<file path="config.mk">
export PLATFORM = sky130hd
export DESIGN_NAME = cgra_clk_gate_ctrl_flat
export DESIGN_NICKNAME = d
export VERILOG_FILES = /design/src/rtl/cgra_clk_gate_pkg.sv /design/src/rtl/cgra_clk_gate_ctrl_if.sv /design/src/rtl/cgra_clk_gate_dom_fsm.sv /design/src/rtl/cgra_clk_gate_ctrl.sv /design/src/flat_wrapper.sv
export SDC_FILE = /design/constraint.sdc
export NUM_CORES = 1
export LEC_CHECK = 0
export ABC_AREA = 1
export CAP_MARGIN = 25
export CORE_MARGIN = 2
export CORE_UTILIZATION = 55
export DETAILED_ROUTE_END_ITERATION = 10
export GPL_ROUTABILITY_DRIVEN = 0
export PLACE_DENSITY_LB_ADDON = 0.25
export SKIP_LAST_GASP = 1
export SLEW_MARGIN = 20
export SYNTH_ARGS = -nofsm -noshare
export SYNTH_HDL_FRONTEND = slang
export SYNTH_SLANG_ARGS = --single-unit
</file>
<file path="constraint.sdc">
create_clock -name clk_i -period 1.5 [get_ports clk_i]
set_input_delay 0.3 -clock clk_i [delete_from_list [all_inputs] [get_ports clk_i]]
set_output_delay 0.3 -clock clk_i [all_outputs]
set_load 0.01 [all_outputs]
</file>
<file path="src/rtl/cgra_clk_gate_pkg.sv">
// Shared types and sizing helpers for the CGRA clock-gate enable controller.
package cgra_clk_gate_pkg;

  // Per-domain gating state.
  typedef enum logic [1:0] {
    CG_OFF  = 2'd0,
    CG_WAKE = 2'd1,
    CG_ON   = 2'd2,
    CG_IDLE = 2'd3
  } cg_state_e;

  // Default configuration.
  localparam int unsigned CG_N_DOM_DEF = 4;
  localparam int unsigned CG_WAKE_DEF  = 2;
  localparam int unsigned CG_HYST_DEF  = 8;

  function automatic int unsigned cg_max(input int unsigned a, input int unsigned b);
    return (a > b) ? a : b;
  endfunction

  // Width of the shared wake/hysteresis down-counter.
  function automatic int unsigned cg_cnt_width(input int unsigned wake, input int unsigned hyst);
    return $clog2(cg_max(wake, hyst)) + 1;
  endfunction

  localparam int unsigned CG_CNT_W_DEF = cg_cnt_width(CG_WAKE_DEF, CG_HYST_DEF);

endpackage

</file>
<file path="src/rtl/cgra_clk_gate_ctrl_if.sv">
// Request/busy/enable/acknowledge bundle between domain clients and the gate controller.
interface cgra_clk_gate_ctrl_if
  import cgra_clk_gate_pkg::*;
#(
  parameter int unsigned N_DOM = CG_N_DOM_DEF
);

  logic [N_DOM-1:0] req_i;
  logic [N_DOM-1:0] busy_i;
  logic [N_DOM-1:0] en_o;
  logic [N_DOM-1:0] ack_o;

  // Client side: raises requests and busy flags, observes enables and acks.
  modport master (
    output req_i,
    output busy_i,
    input  en_o,
    input  ack_o
  );

  // Controller side.
  modport slave (
    input  req_i,
    input  busy_i,
    output en_o,
    output ack_o
  );

endinterface

</file>
<file path="src/rtl/cgra_clk_gate_dom_fsm.sv">
// Single clock-domain gating FSM: OFF -> WAKE -> ON <-> IDLE -> OFF.
module cgra_clk_gate_dom_fsm
  import cgra_clk_gate_pkg::*;
#(
  parameter int unsigned WAKE_CYCLES = CG_WAKE_DEF,
  parameter int unsigned HYST_CYCLES = CG_HYST_DEF,
  parameter int unsigned CNT_W       = cg_cnt_width(WAKE_CYCLES, HYST_CYCLES)
) (
  input  logic clk,
  input  logic rst,
  input  logic req,
  input  logic busy,
  output logic en,
  output logic ack,
  output logic off_next
);

  localparam logic [CNT_W-1:0] WAKE_LOAD = CNT_W'(WAKE_CYCLES - 32'd1);
  localparam logic [CNT_W-1:0] HYST_LOAD = CNT_W'((HYST_CYCLES == 32'd0) ? 32'd0 : HYST_CYCLES - 32'd1);

  cg_state_e        state;
  cg_state_e        state_d;
  logic [CNT_W-1:0] cnt;
  logic [CNT_W-1:0] cnt_d;

  // Next-state and counter update. WAKE and IDLE are never live at the same
  // time, so a single counter serves as both the settle and hysteresis timer.
  always_comb begin
    state_d = state;
    cnt_d   = cnt;
    case (state)
      CG_OFF: begin
        if (req) begin
          state_d = CG_WAKE;
          cnt_d   = WAKE_LOAD;
        end
      end
      CG_WAKE: begin
        if (cnt == '0) state_d = CG_ON;
        else           cnt_d   = cnt - 1'b1;
      end
      CG_ON: begin
        if (!req && !busy) begin
          if (HYST_CYCLES == 32'd0) begin
            state_d = CG_OFF;
          end else begin
            state_d = CG_IDLE;
            cnt_d   = HYST_LOAD;
          end
        end
      end
      CG_IDLE: begin
        if (req || busy)    state_d = CG_ON;
        else if (cnt == '0) state_d = CG_OFF;
        else                cnt_d   = cnt - 1'b1;
      end
      default: state_d = CG_OFF;
    endcase
  end

  assign off_next = (state_d == CG_OFF);

  // State, counter and registered enable/ack derived from the next state.
  always_ff @(posedge clk) begin
    if (rst) begin
      state <= CG_OFF;
      cnt   <= '0;
      en    <= 1'b0;
      ack   <= 1'b0;
    end else begin
      state <= state_d;
      cnt   <= cnt_d;
      en    <= (state_d != CG_OFF);
      ack   <= (state_d == CG_ON) || (state_d == CG_IDLE);
    end
  end

  // An acknowledged domain always has its clock enabled.
  ack_implies_en : assert property (@(posedge clk) disable iff (rst) ack |-> en);

  // The counter only ever holds a reload value or something below it.
  cnt_bounded : assert property (@(posedge clk) disable iff (rst)
    (cnt <= WAKE_LOAD) || (cnt <= HYST_LOAD));

endmodule

</file>
<file path="src/rtl/cgra_clk_gate_ctrl.sv">
// Per-domain clock-gate enable generation for the CGRA, on the free-running clock.
module cgra_clk_gate_ctrl
  import cgra_clk_gate_pkg::*;
#(
  parameter int unsigned N_DOM       = CG_N_DOM_DEF,
  parameter int unsigned WAKE_CYCLES = CG_WAKE_DEF,
  parameter int unsigned HYST_CYCLES = CG_HYST_DEF
) (
  input  logic                 clk_i,
  input  logic                 rst_i,
  input  logic                 force_on_i,
  cgra_clk_gate_ctrl_if.slave  gate,
  output logic                 all_off_o
);

  localparam int unsigned CNT_W = cg_cnt_width(WAKE_CYCLES, HYST_CYCLES);

  logic [N_DOM-1:0] en_q;
  logic [N_DOM-1:0] ack_q;
  logic [N_DOM-1:0] off_next;

  for (genvar i = 0; i < N_DOM; i++) begin : g_dom
    cgra_clk_gate_dom_fsm #(
      .WAKE_CYCLES (WAKE_CYCLES),
      .HYST_CYCLES (HYST_CYCLES),
      .CNT_W       (CNT_W)
    ) u_fsm (
      .clk      (clk_i),
      .rst      (rst_i),
      .req      (gate.req_i[i]),
      .busy     (gate.busy_i[i]),
      .en       (en_q[i]),
      .ack      (ack_q[i]),
      .off_next (off_next[i])
    );
  end

  // The override is the only combinational path to the gate enables.
  assign gate.en_o  = en_q | {N_DOM{force_on_i}};
  assign gate.ack_o = ack_q;

  // Registered "every domain is off" flag.
  always_ff @(posedge clk_i) begin
    if (rst_i) all_off_o <= 1'b1;
    else       all_off_o <= &off_next;
  end

endmodule

</file>
<file path="src/flat_wrapper.sv">
// flat-port wrapper written by rule: the top's interface ports become plain ports
module cgra_clk_gate_ctrl_flat import cgra_clk_gate_pkg::*;
#(
  parameter int unsigned N_DOM       = CG_N_DOM_DEF,
  parameter int unsigned WAKE_CYCLES = CG_WAKE_DEF,
  parameter int unsigned HYST_CYCLES = CG_HYST_DEF
)
  (clk_i, rst_i, force_on_i, all_off_o, gate_req_i, gate_busy_i, gate_en_o, gate_ack_o);
  cgra_clk_gate_ctrl_if #(.N_DOM(N_DOM)) gate_i ();
  input  logic clk_i;
  input  logic rst_i;
  input  logic force_on_i;
  output logic all_off_o;
  input wire logic [$bits(gate_i.req_i)-1:0] gate_req_i;
  input wire logic [$bits(gate_i.busy_i)-1:0] gate_busy_i;
  output wire logic [$bits(gate_i.en_o)-1:0] gate_en_o;
  output wire logic [$bits(gate_i.ack_o)-1:0] gate_ack_o;
  assign gate_i.req_i = gate_req_i;
  assign gate_i.busy_i = gate_busy_i;
  assign gate_en_o = gate_i.en_o;
  assign gate_ack_o = gate_i.ack_o;
  cgra_clk_gate_ctrl #(.N_DOM(N_DOM), .WAKE_CYCLES(WAKE_CYCLES), .HYST_CYCLES(HYST_CYCLES)) u_core (.clk_i(clk_i), .rst_i(rst_i), .force_on_i(force_on_i), .gate(gate_i), .all_off_o(all_off_o));
endmodule
</file>
==> flow_summary.toml <==
[yosys]
synth.avg_cell_area_um2 = 6.73
synth.top_cells.by_area = "dfxtp_1 38%, nand2_1 14%, inv_1 8.3%, nor2_1 8.3%, a21oi_1 5.1%"
synth_top_family_by_area = "simple AND/OR/NAND/NOR gates"
ys_types = 21
synthAdderAreaFrac_pct = 2.98
synth.most_common_cell = "nand2_1"
synth_seq_area_share_pct = 38.1
syn_nets = 265
yosys.area.top_type_share_pct = 38.1
syn_inst = 250
synth_top_cell_by_area = "dfxtp_1"
ys_dominant_reg_cell = "dfxtp_1"
synth_edf_count = 0
netlist_top_cells_count = "61 x nand2_1, 37 x inv_1, 37 x nor2_1"
synth-simple-area-share_pct = 38.2
synthXorXnorAreaFrac_pct = 0
synth_compound_area_share_pct = 8.93
async_flop_share_pct = 0
ys_seq_elements = 32
synth-warning-count = 0
syn_area_um2 = 1680
synthMuxAreaShare_pct = 0

[finish]
drive_above_1_share_pct = 16.4
area_delta_synth_final_pct = 17.6
antennaDiodeCount = 0
fin_nets = 289
fin_area_um2 = 1980
final_util_pct = 66.4

[worst_setup_path]
start_kind = "register"
crit_buf_inv = 1
critPathLaunch = "u_core.g_dom[3].u_fsm.en$_SDFF_PP0_"
crit_path_top_delay_cell = "dfxtp_1"
required_ns = 1.20
r2r_start = "u_core.g_dom[2].u_fsm.cnt[0]$_SDFFE_PP0P_"
path_delay_family = "flip-flops"
crit_fanout = 1
path_class = "register to output port"
critPathArrivalTime_ns = 1.15
cp_cell_sequence = "or2_2 -> clkdlybuf4s15_1"
max_stage_delay_ns = 0.32
end_kind = "output port"

[global_route]
use_met1_pct = 23.5
antenna_found_initial = 0
overflow = 0
grt_usage_pct = 20.7
met2_usage_pct = 35.6
grt_max_degree = 19
grt_pass1_vias = 1407
grtUsageMet3_pct = 4.80
grt_pass1_wl_mm = 5.51
grt.busiest_layer = "met2"

[placement]
placed_cell_area_um2 = 1910
place_ws_ns = -0.328
dp_hpwl_mm = 2.29
portBuffers = 19

[clock_tree]
htreeDepth = 2
clockBufferDepth = 2
clock-sinks = 32
clkLatencyLatePin_ns = 0.34
clock-root-buffer = "clkbuf_4"
path_clk_slew_ns = 0.10
numCtsBuffers = 5
cts_tree = "yes"

[routing]
drt_pass1_iterations = 4
drtIter0Drc = 54
vias = 1505
viasPerCell = 4.89
wl_per_cell_um = 9.95
antenna_left = 0
drc = 0
drt_wl_total_mm = 3.07

[timing]
fin_crit_ns = 1.45
finalCritPeriodShare_pct = 96.7
skew_ns = 0.00601
rsz0062_at_grt = "yes"
drv_slew = 0
max_slew_margin_pct = 79.1
hold_violations = 0
worst_slack_ns = 0.0497
tightest_slew_ns = 0.311
fmax_mhz = 690
fin_hold_ws_ns = 0.465
finalSetupViolCount = 0

[floorplan]
core_area_um2 = 2980
rows = 20
pin_count = 20
start_util_pct = 56.5
die_w_um = 59.3
die_height_um = 59.3
dieArea_um2 = 3520

[power_and_ir_drop]
p_per_area_nw_per_um2 = 1980
p_leak_nw = 1.00
peakVddDrop_mv = 0.991

[hold_path]
hp-class = "register to register"
min-delay-start = "u_core.g_dom[0].u_fsm.cnt[1]$_SDFFE_PP0P_"

[outcome]
status = "complete, no violations"

[run]
maxCapViolCount = 0
[cells in the final DEF (no fill, tap or decap), types with 2 or more instances in the layout]
cell             Yosys  final
o21ai_0              3      3
dfxtp_1             32     30
inv_2                4      4
ha_1                 4      3
clkinv_2             0      2
a31oi_1              4      4
nand4_1              3      3
dlygate4sd2_1        0      2
nand2_2              7      7
clkdlybuf4s50_1      0      9
buf_4                5      5
a21oi_1             17     17
dfxtp_2              0      2
nand3_1              9      9
nand3_4              3      3
nand3_2              2      2
o21ai_1              5      5
clkdlybuf4s15_1      0      3
or2_2                4      4
nor2_1              37     36
nor2_2               6      7
inv_1               37     37
nor3_1               4      4
clkbuf_4             0      5
nand2_1             61     61
dlymetal6s2s_1       0      4
[power breakdown]
part | switching, mW | total (mW) | internal (mW)
Combinational | 1.20 | 1.98 | 0.783
Sequential | 0.225 | 1.40 | 1.17
Clock | 0.307 | 0.530 | 0.223
[state kept, by name (all words and copies together) (netlist names)]
register / cells
u_core.g_dom.u_fsm.en: 4
u_core.g_dom.u_fsm.state: 7
u_core.g_dom.u_fsm.cnt: 16
u_core.all_off_o: 1
u_core.g_dom.u_fsm.ack: 4
[layer usage]
| layer | vias up | part of all wire (%) |
|---|---|---|
| li1 | 816 | - |
| met1 | 660 | 47 |
| met2 | 21 | 47 |
| met3 | 8 | 3.8 |
| met4 | 0 | 2.2 |
| met5 | - | 0 |
[stage by stage]
step / power (mW) / std cells / TNS, ns
finish: 3.91 / 308 / 0
floorplan: 2.93 / 250 / 0
global route: 4.33 / 308 / -0.0355
global placement: 3.35 / 300 / -1.19
CTS: 3.92 / 308 / -0.0118
detailed placement: 3.41 / 300 / -1.30
[layout make-up]
type,instances,area [um2]
inverter,41,154
multi-input combinational,170,847
tap,33,41.3
sequential,32,643
fill,263,1000
clock buffer,6,51.3
clock inverter,2,10.0
timing repair buffer,24,230
[tightest hold or removal path, delay by kind of cell, from the launching register on]
family           cells  cell delay (ns)
AO/OA/AOI/OAI        1             0.05
flip-flops           1             0.32
AND/OR/NAND/NOR      1             0.06
[timing repair]
action                     CTS  global route
buffers inserted             0             0
setup endpoints to repair    5            17
hold buffers                 0             0
resized for setup            7            12
[path summary, 6_finish.rpt]
check / depth (start not counted) / end / slack (ns)
setup / recovery: 2 / gate_en_o[3] / 0.05
hold / removal: 2 / u_core.g_dom[0].u_fsm.cnt[1]$_SDFFE_PP0P_ / 0.47
setup reg to reg: 11 / u_core.all_off_o$_SDFF_PP1_ / 0.12
hold reg to reg: 2 / u_core.g_dom[0].u_fsm.cnt[1]$_SDFFE_PP0P_ / 0.47
[cell families after synthesis]
group / after synthesis
DFF: 32
AOI/OAI and AO/OA: 29
adders and majority gates: 4
buffers and inverters: 48
and+or+nand+nor: 137
No activity file was read; power rests on OpenSTA's default activity.
